$ cat config.mk
export PLATFORM = sky130hd
export DESIGN_NAME = tx_interleaver
export DESIGN_NICKNAME = d
export VERILOG_FILES = /design/src/rtl/tx_interleaver.sv
export SDC_FILE = /design/constraint.sdc
export NUM_CORES = 1
export LEC_CHECK = 0
export ABC_AREA = 1
export CORE_MARGIN = 3
export CORE_UTILIZATION = 59
export CTS_CLUSTER_DIAMETER = 50
export DETAILED_ROUTE_END_ITERATION = 6
export PLACE_DENSITY_LB_ADDON = 0.08
export SETUP_SLACK_MARGIN = 0.02
export SLEW_MARGIN = 10
export SYNTH_ARGS = -nofsm -noshare
export SYNTH_HDL_FRONTEND = slang
export SYNTH_SLANG_ARGS = --single-unit
export TNS_END_PERCENT = 20
$ cat constraint.sdc
create_clock -name iClk -period 5.72 [get_ports iClk]
set_input_delay 0.572 -clock iClk [delete_from_list [all_inputs] [get_ports iClk]]
set_output_delay 0.572 -clock iClk [all_outputs]
set_load 0.005 [all_outputs]
$ cat src/rtl/tx_interleaver.sv
`default_nettype none
// ============================================================================
// Module   : tx_interleaver
// Brief    : 802.11a BPSK block interleaver (first permutation) using
//            ping-pong bit banks, serial in / serial out.
// Revision : 1.0 - initial release
// ============================================================================
module tx_interleaver #(
    parameter int NCBPS = 48
) (
    input  logic iClk,
    input  logic iRst,
    input  logic iData,
    input  logic iValid,
    output logic oData,
    output logic oValid,
    output logic oSymStart,
    output logic oOvf
);

    localparam int            KW   = $clog2(NCBPS);
    localparam int            COLS = NCBPS / 16;
    localparam logic [KW-1:0] LAST = KW'(NCBPS - 1);

    typedef enum logic [0:0] {
        IDLE = 1'b0,
        READ = 1'b1
    } state_t;

    state_t           state;
    logic [NCBPS-1:0] bank [2];
    logic [1:0]       full;
    logic             wrSel;
    logic             rdSel;
    logic [KW-1:0]    kCnt;
    logic [KW-1:0]    rCnt;

    logic [KW-1:0]    wrAddr;
    logic             wrEn;
    logic             wrDone;
    logic             wrCommit;
    logic             rdStart;
    logic             rdLast;
    logic             otherFull;
    logic [1:0]       setMask;
    logic [1:0]       clrMask;

    assign wrAddr    = KW'(COLS * int'(kCnt[3:0]) + int'(kCnt >> 4));
    // A full bank is write-protected so an overflowing symbol cannot corrupt
    // data still waiting to be read out.
    assign wrEn      = iValid && !full[wrSel];
    assign wrDone    = iValid && (kCnt == LAST);
    assign wrCommit  = wrDone && !full[wrSel];
    assign rdStart   = full[rdSel];
    assign rdLast    = (state == READ) && (rCnt == LAST);
    // A completion landing in the other bank on this same edge keeps output gapless.
    assign otherFull = full[~rdSel] || (wrCommit && (wrSel != rdSel));
    assign setMask   = wrCommit ? (wrSel ? 2'b10 : 2'b01) : 2'b00;
    assign clrMask   = rdLast   ? (rdSel ? 2'b10 : 2'b01) : 2'b00;

    always_ff @(posedge iClk) begin
        if (wrEn) begin
            bank[wrSel][wrAddr] <= iData;
        end
    end

    always_ff @(posedge iClk or posedge iRst) begin
        if (iRst) begin
            kCnt      <= '0;
            rCnt      <= '0;
            full      <= 2'b00;
            wrSel     <= 1'b0;
            rdSel     <= 1'b0;
            state     <= IDLE;
            oData     <= 1'b0;
            oValid    <= 1'b0;
            oSymStart <= 1'b0;
            oOvf      <= 1'b0;
        end else begin
            if (iValid) begin
                if (wrDone) begin
                    kCnt <= '0;
                    if (full[wrSel]) begin
                        oOvf <= 1'b1;
                    end else begin
                        wrSel <= ~wrSel;
                    end
                end else begin
                    kCnt <= kCnt + KW'(1);
                end
            end

            full <= (full & ~clrMask) | setMask;

            case (state)
                IDLE: begin
                    if (rdStart) begin
                        oData     <= bank[rdSel][0];
                        oValid    <= 1'b1;
                        oSymStart <= 1'b1;
                        rCnt      <= KW'(1);
                        state     <= READ;
                    end else begin
                        oData     <= 1'b0;
                        oValid    <= 1'b0;
                        oSymStart <= 1'b0;
                    end
                end
                READ: begin
                    oData     <= bank[rdSel][rCnt];
                    oValid    <= 1'b1;
                    oSymStart <= (rCnt == '0);
                    if (rdLast) begin
                        rdSel <= ~rdSel;
                        rCnt  <= '0;
                        if (!otherFull) begin
                            state <= IDLE;
                        end
                    end else begin
                        rCnt <= rCnt + KW'(1);
                    end
                end
                default: begin
                    state <= IDLE;
                end
            endcase
        end
    end

endmodule
`default_nettype wire

Word-level counts from Yosys, hierarchy flattened
Memories as Yosys holds them, arrays and structs flattened.
Index checks and enable logic that the tools add are counted.
- register bits: 21
- bits in writable memories: 96
- input bits: 4
- output and inout bits: 4
- word-level logic and storage cells: 72
- memories: 1
- add/subtract/negate cells: 3
- multipliers: 1
- $lt $le $gt $ge: 6
- equality and inequality tests: 4
- mux-type cells: 28
- bitwise gates (word level): 7
- reductions and logical operators: 12
- memories (memory ; words ; width ; read ports ; clocked after memory_dff ; write ports ; RTL line ; text):
    bank ; 2 ; 48 ; 1 ; 0 ; 1 ; 31 ; logic [NCBPS-1:0] bank [2];
- operator list (kind ; number):
    2-to-1 mux 48 bit ; 1
    2-to-1 mux 6 bit ; 3
    < comparator 6 x 7 -> 1 bit (second input constant) ; 2
    2-to-1 mux 1 bit ; 13
    adder 6 x 1 -> 6 bit (second input constant) ; 2
    == test 6 bit (second input constant) ; 2
    one-hot mux 6 bit (2 select lines) ; 1
    2-to-1 mux 2 bit ; 4
    one-hot mux 1 bit (2 select lines) ; 4
    adder 6 x 2 -> 6 bit ; 1
    binary-select mux 1 bit (select 6 bit) ; 1
    demux 1 bit (select 6 bit) ; 1
    >= comparator 6 x 1 -> 1 bit (second input constant) ; 1
    logical AND 1 bit ; 6
    logical NOT 6 bit ; 1
    < comparator 1 x 2 -> 1 bit (second input constant) ; 3
    multiplier 2 x 4 -> 6 bit (first input constant) ; 1
    AND reduction 3 bit ; 2
    inverter 1 bit ; 4
    AND 2 bit ; 1
    != test 2 bit (second input constant) ; 1
    inverter 2 bit ; 1
    bitwise OR 2 bit ; 1
    AND reduction 2 bit ; 1
    3 further kinds ; 3

Depth between registers and ports, before layout
Gate-level depths: netlist (run 1).
- depth after elaboration: 9
- mapped depth: 13

Worst setup path before layout (run 1)
No wires, ideal clock.
- path type: register -> register
- from: register kCnt[0]
- to: memory bank[0][40], enable pin
- data arrival time: 2.537 ns
- required time: 5.421 ns
- slack: 2.884 ns
- cell stages (with the launch flop): 9
- path buffers: 0
- cell sequence: dfrtp_1 > fa_1 > ha_1 > fa_1 > xor2_2 > inv_2 > nor3_4 > nand2_1 > nor2_1
- cells in the longest elaborated chain, start to end: 7
- elaborated cells between the ends (all ways): 8
- ends and longest elaborated chain (item ; RTL line ; text):
    start, declared ; 35 ; logic [KW-1:0] kCnt;
    start signal, assigned ; 89 ; kCnt <= kCnt + KW'(1);
    multiplier 2 x 4 -> 6 bit * ; 48 ; assign wrAddr = KW'(COLS * int'(kCnt[3:0]) + int'(kCnt >> 4));
    adder 6 x 2 -> 6 bit * ; 48 ;
    < comparator 6 x 7 -> 1 bit (implied by the code) / >= comparator 6 x 1 -> 1 bit (equally long branches) ; 63 ; bank[wrSel][wrAddr] <= iData;
    logical AND 1 bit (implied by the code) ; 63 ;
    2-to-1 mux 1 bit (implied by the code) ; 63 ;
    demux 1 bit (select 6 bit) * ; 63 ;
    2-to-1 mux 48 bit (implied by the code) * ; 63 ;
    end, declared ; 31 ;
Every way passes the cells marked *; elsewhere a longest branch is shown, timed or not.

Worst setup path in the final report (run 1)
- from: register kCnt[0]
- to: memory bank[0][10], enable pin
Same word-level chain as after synthesis.

==> results of run 1 <==
## path summary, 6_finish.rpt
kind,from,endpoint,slack [ns],cells after the start
min,oOvf$_DFFE_PP0P_,oOvf$_DFFE_PP0P_,0.48,1
max,kCnt[0]$_DFFE_PP0P_,bank[0][10]$_DFFE_PP_,2.45,8
max reg2reg,kCnt[0]$_DFFE_PP0P_,bank[0][10]$_DFFE_PP_,2.45,8
min in group asynchronous,iRst,oSymStart$_DFF_PP0_,0.51,2
min reg2reg,oOvf$_DFFE_PP0P_,oOvf$_DFFE_PP0P_,0.48,1
max in group asynchronous,iRst,oOvf$_DFFE_PP0P_,4.70,2
## state kept, by name, indices dropped and copies added (netlist names)
name,cells
rdSel,1
rCnt,6
kCnt,6
oValid,1
state,1
oSymStart,1
bank,96
full,2
oOvf,1
wrSel,1
oData,1
## placed cells by master (no fill, tap or decap), types with 2 or more instances in the layout
master,count
sky130_fd_sc_hd__inv_1,31
sky130_fd_sc_hd__ha_1,11
sky130_fd_sc_hd__nand3_1,65
sky130_fd_sc_hd__nand2_1,212
sky130_fd_sc_hd__clkinvlp_4,5
sky130_fd_sc_hd__nor3_4,4
sky130_fd_sc_hd__clkinv_2,2
sky130_fd_sc_hd__clkdlybuf4s50_1,6
sky130_fd_sc_hd__edfxtp_1,96
sky130_fd_sc_hd__buf_4,4
sky130_fd_sc_hd__nor2_2,2
sky130_fd_sc_hd__xor2_1,2
sky130_fd_sc_hd__inv_6,2
sky130_fd_sc_hd__nor3b_1,2
sky130_fd_sc_hd__clkinv_4,4
sky130_fd_sc_hd__a21oi_1,20
sky130_fd_sc_hd__fa_1,2
sky130_fd_sc_hd__dfrtp_1,21
sky130_fd_sc_hd__o21bai_1,2
sky130_fd_sc_hd__inv_2,5
sky130_fd_sc_hd__clkbuf_16,16
sky130_fd_sc_hd__o21ai_0,6
sky130_fd_sc_hd__nor3_1,6
sky130_fd_sc_hd__nor2_1,115
## power by group
part / leakage, nW / internal [W] / switching (W) / total [W]
sequential: 1.10 / 0.000944 / 0.0000260 / 0.000970
combinational: 1.23 / 0.000205 / 0.000503 / 0.000708
clock: 0.254 / 0.000576 / 0.000393 / 0.000969
## through the flow
stage / util [%] / setup slack, ns / cells / hold WS [ns]
finish: 69.0 / 2.45 / 783 / 0.484
global route: 69.0 / 2.23 / 783 / 0.503
CTS: 69.0 / 2.45 / 783 / 0.482
detailed placement: 63.2 / 2.51 / 751 / 0.466
global placement: 63.2 / 2.61 / 751 / 0.460
floorplan: - / 2.88 / 639 / 0.468
## logic make-up after synthesis
group | Yosys count | synth area share [%]
buffers and inverters | 64 | 4.25
adders and majority gates | 13 | 3.08
and+or+nand+nor | 408 | 29.3
xor gates and xnor gates | 5 | 1.21
DFF | 117 | 59.0
AOI/OAI and AO/OA | 32 | 3.14
## per-layer routing
layer | vias up | track usage, % | part of all wire (%)
li1 | 2115 | - | -
met1 | 2077 | 33.3 | 40
met2 | 194 | 43.5 | 50
met3 | 19 | 5.99 | 7.8
met4 | 0 | 8.72 | 1.6
met5 | - | 0 | 0
## layout make-up
cell class              count  area (sq um)
multi-input cells         458          2120
fillers                   750          2900
inverters                  36           135
well taps                 129           161
flip-flops and latches    117          3410
repair buffers             11          95.1
clock inverters            15           134
clock buffers              17           414
==> flow_summary.toml, run 1 <==
[hold_path]
min_path_type = "reg2reg"

[global_route]
overflow = 0
grt_max_degree = 97
globalRouteTotalUtil_pct = 25.9
grt_pass1_vias = 4383
global_route_wire_length_before_repair_um = 21900
antenna_found_initial = 0

[timing]
worst_slew_pin_slew_ns = 1.14
finalSetupViolations = 0
post-route-period-util_pct = 57.1
finalSetupTns_ns = 0
slew_viol_final = 0
slew_headroom_pct = 24.1
clock-skew-final_ns = 0.00743
max_freq_mhz = 306
rsz0062_at_grt = "false"
period_needed_ns = 3.27
number_of_hold_slack_violations_in_the_final_timing_report = 0

[floorplanning]
floorplan.initialDensity_pct = 61.6
core.rowCount = 35
placeable_core_region_sq_mm = 0.00937
die_width_um = 105
die_height_um = 105
floorplan.io_pins = 8
fp.dieArea_sq_mm = 0.0110

[worst_setup_path]
cp_data_arrival_time_ns = 3.48
path_delay_family = "adder cells"
worstSetupEndpointType = "flip-flop"
critPathKind = "reg2reg"
required_time_worst_endpoint_ns = 5.93
critical_path.startpoint_type = "flip-flop"
critPathMaxStageDelay_ns = 0.50
critical_path_buf_inv_count = 0
timing.critical_path.cells = "fa_1 > ha_1 > fa_1 > a31oi_2 > nand2_1 > nor2_2 > nand2_1 > nor2_1"
critical_path_peak_fanout = 8
critPathSlowestCell = "sky130_fd_sc_hd__fa_1"

[clocking]
clk_latency_worst_skew_pair_ns = 0.52
holdBufCountCts = 0
cts.reportedPaths.clkPinSlew_ns = 0.06
cts.repair.resized = 0
cts-root-to-sink-buffers = 2
cts_htree_levels = 4
cts_inserted_buffers = 17
cts_tree = "built"
numClockSinks = 117
cts_setup_buffers = 0
cts-root-buf = "sky130_fd_sc_hd__clkbuf_8"

[synthesis]
yosysTopAreaCellShare_pct = 49.9
synth_area_leader_cell = "sky130_fd_sc_hd__edfxtp_1"
synthesis.nets = 656
synthDistinctLibCells = 29
yosys_register_bits = 117
synth.yosys.warnings = 0
synth_flop_cell = "sky130_fd_sc_hd__edfxtp_1"
synthMostInstantiatedCell = "sky130_fd_sc_hd__nand2_1"
synthTopCellsByCount = "212 x sky130_fd_sc_hd__nand2_1, 115 x sky130_fd_sc_hd__nor2_1, 96 x sky130_fd_sc_hd__edfxtp_1"
mean_syn_cell_area_sq_um = 9.04
sequential_share_of_the_synthesized_area_pct = 59.0
synth_async_sr_flop_share_pct = 17.9
syn-instance-count = 639
synth_edf_count = 96
synth.area.top_cells = "sky130_fd_sc_hd__edfxtp_1 50%, sky130_fd_sc_hd__nand2_1 14%, sky130_fd_sc_hd__dfrtp_1 9.1%, sky130_fd_sc_hd__nor2_1 7.5%, sky130_fd_sc_hd__nand3_1 5.6%"
mappedNetlistArea_sq_mm = 0.00577

[cells_and_area]
post_route_cells_drive_above_1_share_pct = 7.95
antenna-diode-count = 0
layout-area-overhead-vs-synth_pct = 12.0
postLayoutCellArea_sq_mm = 0.00647
finalNetCount = 658

[route]
route.antenna.remaining_nets = 0
num_vias = 4405
routed_wire_length_per_instance_um = 17.3
drc = 0
routed_wl_um = 13500
drt-vias-per-instance = 5.63
drt-initial-drc-count = 442
dr.pass1.iters = 5

[power]
power.density_mw_per_mm2 = 409
p_leak_nw = 2.58
fin_total_pwr_w = 0.00265
vdd_drop_max_mv = 0.570

[placement]
post_dp_cell_area_sq_mm = 0.00592
place_congestion = 0.817
place.detailed.hpwl_um = 8020
port-buffer-count = 7

[status]
outcome = "finished, final reports clean"

[job]
maxCapViolations = 0
(Power assumes the default switching activity.)
==> run 2, diff against run 1 <==
CORE_UTILIZATION = 56   (was 59)
clock period = 2.7 ns   (was 5.72 ns; I/O delays follow)
==> run 2 against run 1 <==
The run now ends with setup timing left; global-route usage is 0.24 points higher; largest power group is now combinational logic; register-to-register slack worse by 2.5 ns; clock power is 120% higher; non-clock buffer count is 34 higher; via count is 3.8% higher; cell area is 7.1% higher; utilization is 0.89 points higher; critical path depth is 1 higher; cell count is 4.9% higher.
==> flow_summary.toml, run 2 (synthesis gave the netlist of run 1 again) <==
[status]
outcome = "finished with violations"
violations = "setup timing"

[placement]
place_congestion = 0.825
placement.setup.worst_slack_ns = -0.0940
place.detailed.hpwl_um = 8730
post_dp_cell_area_sq_mm = 0.00624
port-buffer-count = 7

[global_route]
global_route_wire_length_before_repair_um = 22500
overflow = 0
antenna_found_initial = 0
grt_pass1_vias = 4444
grt_max_degree = 49
globalRouteTotalUtil_pct = 26.1

[floorplanning]
placeable_core_region_sq_mm = 0.00991
floorplan.io_pins = 8
die_height_um = 108
fp.dieArea_sq_mm = 0.0116
die_width_um = 108
floorplan.initialDensity_pct = 58.3
core.rowCount = 36

[timing]
max_freq_mhz = 364
clock-skew-final_ns = 0.00977
fin_ws_ns = -0.0495
period_needed_ns = 2.75
slew_headroom_pct = 45.8
finalSetupTns_ns = -0.946
rsz0062_at_grt = "true"
post-route-period-util_pct = 102
number_of_hold_slack_violations_in_the_final_timing_report = 0
worst_slew_pin_slew_ns = 0.812
finalSetupViolations = 42
slew_viol_final = 0

[worst_setup_path]
critPathSlowestCell = "sky130_fd_sc_hd__fa_1"
critical_path_peak_fanout = 8
worstSetupEndpointType = "flip-flop"
critPathMaxStageDelay_ns = 0.48
cp_data_arrival_time_ns = 2.97
critPathKind = "reg2reg"
required_time_worst_endpoint_ns = 2.92
timing.critical_path.cells = "fa_1 > ha_2 > fa_2 > xor2_4 > inv_4 > nor3_4 > buf_12 > nand2_1 > nor2_2"
r2r.worst_path.cells = 9
critical_path.startpoint_type = "flip-flop"

[cells_and_area]
reg.largest.list = "bank x96, kCnt x6, rCnt x6"
registers.top_by_ff_count = "bank"
antenna-diode-count = 0
most-common-layout-cells = "211 x sky130_fd_sc_hd__nand2_1, 101 x sky130_fd_sc_hd__nor2_1, 96 x sky130_fd_sc_hd__edfxtp_1, 65 x sky130_fd_sc_hd__nand3_1, 32 x sky130_fd_sc_hd__inv_1"
layout-area-overhead-vs-synth_pct = 20.0
finalNetCount = 692
layout.filler_cells = 763
largest_register_ff_count = 96
postLayoutCellArea_sq_mm = 0.00693
post_route_cells_drive_above_1_share_pct = 14.5
layout_commonest_cell = "sky130_fd_sc_hd__nand2_1"

[clocking]
cts_inserted_buffers = 17
cts_tree = "built"
cts-root-to-sink-buffers = 2
cts.reportedPaths.clkPinSlew_ns = 0.06
clk_latency_worst_skew_pair_ns = 0.52
numClockSinks = 117
cts_htree_levels = 4
cts-root-buf = "sky130_fd_sc_hd__clkbuf_8"

[route]
routed_wire_length_per_instance_um = 16.8
dr.pass1.iters = 5
routed_wl_um = 13800
drt-vias-per-instance = 5.57
drt-initial-drc-count = 465
num_vias = 4571
drc = 0
route.antenna.remaining_nets = 0

[power]
p_leak_nw = 2.82
power.density_mw_per_mm2 = 949
vdd_drop_max_mv = 1.41

[hold_path]
min_path_type = "in2reg"
timing.hold.worst_path_depth = 1

[job]
maxCapViolations = 0
## run 2: changes by cell type in the layout (fill, tap and decap cells not counted), sizes merged
cell      previous run  this run
clkinv               7         5
clkinvlp             5         1
inv                 38        36
clkbuf              17        25
buf                  5        39
## run 2: worst paths after layout
| check | end | slack (ns) | startpoint |
|---|---|---|---|
| max in group asynchronous | wrSel$_DFFE_PP0P_ | 1.97 | iRst |
| min in group asynchronous | rCnt[1]$_DFFE_PP0P_ | 0.22 | iRst |
| worst min-delay path | bank[1][7]$_DFFE_PP_ | 0.18 | iData |
| worst max register to register | bank[1][30]$_DFFE_PP_ | -0.05 | kCnt[0]$_DFFE_PP0P_ |
| worst min register to register | oOvf$_DFFE_PP0P_ | 0.48 | oOvf$_DFFE_PP0P_ |
| worst max-delay path | bank[1][30]$_DFFE_PP_ | -0.05 | kCnt[0]$_DFFE_PP0P_ |
## run 2: layout make-up
class / instances / area, sq um / area share (%)
clock buffer: 25 / 528 / 7.62
clock inverter: 7 / 62.6 / 0.903
inverter: 36 / 138 / 1.99
multi-input combinational: 458 / 2190 / 31.6
sequential: 117 / 3410 / 49.2
tap: 133 / 166 / 2.40
timing repair buffer: 45 / 437 / 6.30
## run 2: power by group
part,total (W),switching (W),leakage (nW),internal [W]
Combinational,0.00235,0.00132,1.42,0.00103
Clock,0.00218,0.000750,0.293,0.00143
Sequential,0.00205,0.0000480,1.10,0.00200
Total,0.00657,0.00212,2.82,0.00445
## run 2: per-layer routing
layer / part of all wire [%] / global-route usage, %
met2: 47 / 40.6
met5: 0 / 0
met3: 8.6 / 6.78
met4: 2.8 / 11.1
met1: 41 / 35.0
## run 2: per-stage QoR
stage	utilization, %	instances	total power, W	hold slack (ns)
final	69.9	821	0.00657	0.181
after global routing	69.9	821	0.00688	0.187
after CTS	69.2	819	0.00640	0.167
after detailed placement	62.9	785	0.00411	0.463
after global placement	62.9	785	0.00407	0.462
after floorplan	-	639	0.00331	0.247
## run 2: worst max-delay path: cells and delay by family, from the launching register on
family | cells | cell delay [ns]
fa+ha+maj | 3 | 1.15
simple gates | 3 | 0.34
xor+xnor | 1 | 0.32
flops | 1 | 0.40
buf+inv | 2 | 0.23
## run 2: timing repair
item / in CTS / in global routing
gates resized for setup: 2 / 19
buffers inserted: 2 / 2
hold buffers: 0 / 0
pin swaps: 2 / 7
setup endpoints to repair: 49 / 88
==> run 3, diff against run 2 <==
CORE_UTILIZATION = 35   (was 56)
==> run 3 against run 2 <==
The flow now finishes without violations; cell area is 2.7% higher; hold slack better by 0.16 ns; die area is 56% higher; global-route usage is 8.6 points lower; highest routed layer unchanged.
==> flow_summary.toml, run 3 (synthesis gave the netlist of run 1 again) <==
[status]
outcome = "finished, final reports clean"

[global_route]
globalRouteTotalUtil_pct = 17.5
overflow = 0
antenna_found_initial = 0
grt_pass1_vias = 4235
global_route_wire_length_before_repair_um = 23800
grt_max_degree = 54
busiest_layer = "met2"
groute.layer.met3.usage_pct = 3.94
grt_use_met2_pct = 28.9
grt_use_met1_pct = 23.3

[clocking]
numClockSinks = 117
cts_htree_levels = 4
cts_tree = "built"
cts_inserted_buffers = 17
clk_latency_worst_skew_pair_ns = 0.41
cts.reportedPaths.clkPinSlew_ns = 0.05
cts-root-to-sink-buffers = 2
cts-root-buf = "sky130_fd_sc_hd__clkbuf_16"
holdBufCountCts = 0

[timing]
number_of_hold_slack_violations_in_the_final_timing_report = 0
rsz0062_at_grt = "true"
finalSetupViolations = 0
slew_viol_final = 0
worst_slew_pin_slew_ns = 0.833
period_needed_ns = 2.65
post-route-period-util_pct = 98.1
slew_headroom_pct = 44.4
max_freq_mhz = 377
clock-skew-final_ns = 0.00878
worst_hold_slack_ns = 0.342
finalSetupTns_ns = 0

[floorplanning]
die_height_um = 134
floorplan.initialDensity_pct = 36.1
floorplan.io_pins = 8
core.rowCount = 46
placeable_core_region_sq_mm = 0.0160
fp.dieArea_sq_mm = 0.0181
die_width_um = 134

[worst_setup_path]
cp_data_arrival_time_ns = 2.77
critPathKind = "reg2reg"
critPathMaxStageDelay_ns = 0.48
timing.critical_path.cells = "fa_1 > ha_2 > fa_2 > a31oi_4 > inv_2 > nor3_4 > buf_12 > nand2_1 > nor2_1"
critical_path_peak_fanout = 8
required_time_worst_endpoint_ns = 2.82
r2r-start = "kCnt[1]$_DFFE_PP0P_"
critical_path.startpoint = "kCnt[1]$_DFFE_PP0P_"
worstSetupEndpointType = "flip-flop"
critPathSlowestCell = "sky130_fd_sc_hd__fa_1"
critical_path.startpoint_type = "flip-flop"

[cells_and_area]
layout-area-overhead-vs-synth_pct = 23.2
reg.largest.list = "bank x96, kCnt x6, rCnt x6"
layout_commonest_cell = "sky130_fd_sc_hd__nand2_1"
largest_register_ff_count = 96
post_route_cells_drive_above_1_share_pct = 19.7
most-common-layout-cells = "187 x sky130_fd_sc_hd__nand2_1, 96 x sky130_fd_sc_hd__edfxtp_1, 91 x sky130_fd_sc_hd__nor2_1, 65 x sky130_fd_sc_hd__nand3_1, 33 x sky130_fd_sc_hd__buf_4"
finalNetCount = 695
registers.top_by_ff_count = "bank"
layout.filler_cells = 1619
antenna-diode-count = 0

[hold_path]
min_path_type = "in2async"

[placement]
place.detailed.hpwl_um = 9480
place_congestion = 0.768
port-buffer-count = 7

[route]
drt-initial-drc-count = 245
routed_wire_length_per_instance_um = 16.5
dr.pass1.iters = 5
routed_wl_um = 15000
route.antenna.remaining_nets = 0
drt-vias-per-instance = 4.74
num_vias = 4298
drc = 0

[power]
power.density_mw_per_mm2 = 922
vdd_drop_max_mv = 0.678
p_leak_nw = 2.88

[job]
maxCapViolations = 0
==> run 3: changes by cell type in the layout (fill, tap and decap cells not counted), moves of 2 or more <==
cell                        change
sky130_fd_sc_hd__nand2_2       +20
sky130_fd_sc_hd__nand2_1       -24
sky130_fd_sc_hd__clkbuf_16      -2
sky130_fd_sc_hd__nor2_1        -10
sky130_fd_sc_hd__nor2_2        +10
sky130_fd_sc_hd__nand2_4        +4
sky130_fd_sc_hd__buf_4          +4
sky130_fd_sc_hd__clkbuf_1       +2
sky130_fd_sc_hd__clkbuf_8       +3
sky130_fd_sc_hd__clkinv_2       -2
==> run 3: path summary, 6_finish.rpt <==
kind / slack (ns) / endpoint / cells after the start
max: 0.05 / bank[0][16]$_DFFE_PP_ / 9
min: 0.34 / oData$_DFF_PP0_ / 2
max reg2reg: 0.05 / bank[0][16]$_DFFE_PP_ / 9
min reg2reg: 0.47 / oOvf$_DFFE_PP0P_ / 1
max in group asynchronous: 1.78 / wrSel$_DFFE_PP0P_ / 2
min in group iClk: 0.38 / bank[0][37]$_DFFE_PP_ / 1
==> run 3: worst max-delay path: cells and delay by family, from the launching register on <==
kind                       cells  cell delay, ns
buffers and inverters          2            0.24
and+or+nand+nor                3            0.45
DFF                            1            0.39
adders and majority gates      3            1.08
AOI/OAI and AO/OA              1            0.20
==> run 3: area by class of cell <==
type	count	area [sq um]	share of cell area, %
Inverter	36	138	1.93
Clock inverter	4	21.3	0.299
Multi-Input combinational cell	458	2290	32.2
Clock buffer	28	527	7.40
Timing Repair Buffer	48	455	6.40
Sequential cell	117	3410	47.9
Tap cell	216	270	3.80
==> run 3: through the flow <==
step	worst slack, ns	util (%)	area, sq um	std cells	power (W)
floorplan	0.0270	-	5800	639	0.00331
global route	-0.0634	44.5	7110	907	0.00692
finish	0.0504	44.5	7110	907	0.00656
detailed placement	-0.0317	40.0	6400	874	0.00427
CTS	-0.0296	43.7	6990	906	0.00646
global placement	0.00174	40.0	6400	874	0.00425
==> run 3: what timing repair did <==
action,in CTS,in global routing
setup buffers,0,1
pin swaps,3,12
gates resized for setup,15,43
endpoints found under the setup margin,34,95
endpoints found under the hold margin,0,0
==> run 3: routing by layer <==
metal | routed length [um] | part of all wire, %
met5 | 0 | 0
met4 | 157 | 1.0
met3 | 728 | 4.9
met2 | 7460 | 50
met1 | 6650 | 44
==> run 3: power breakdown <==
part	switching [W]	total [W]	internal (W)
Clock	0.000735	0.00205	0.00131
Sequential	0.0000452	0.00205	0.00200
Combinational	0.00139	0.00246	0.00107
Total	0.00217	0.00656	0.00438
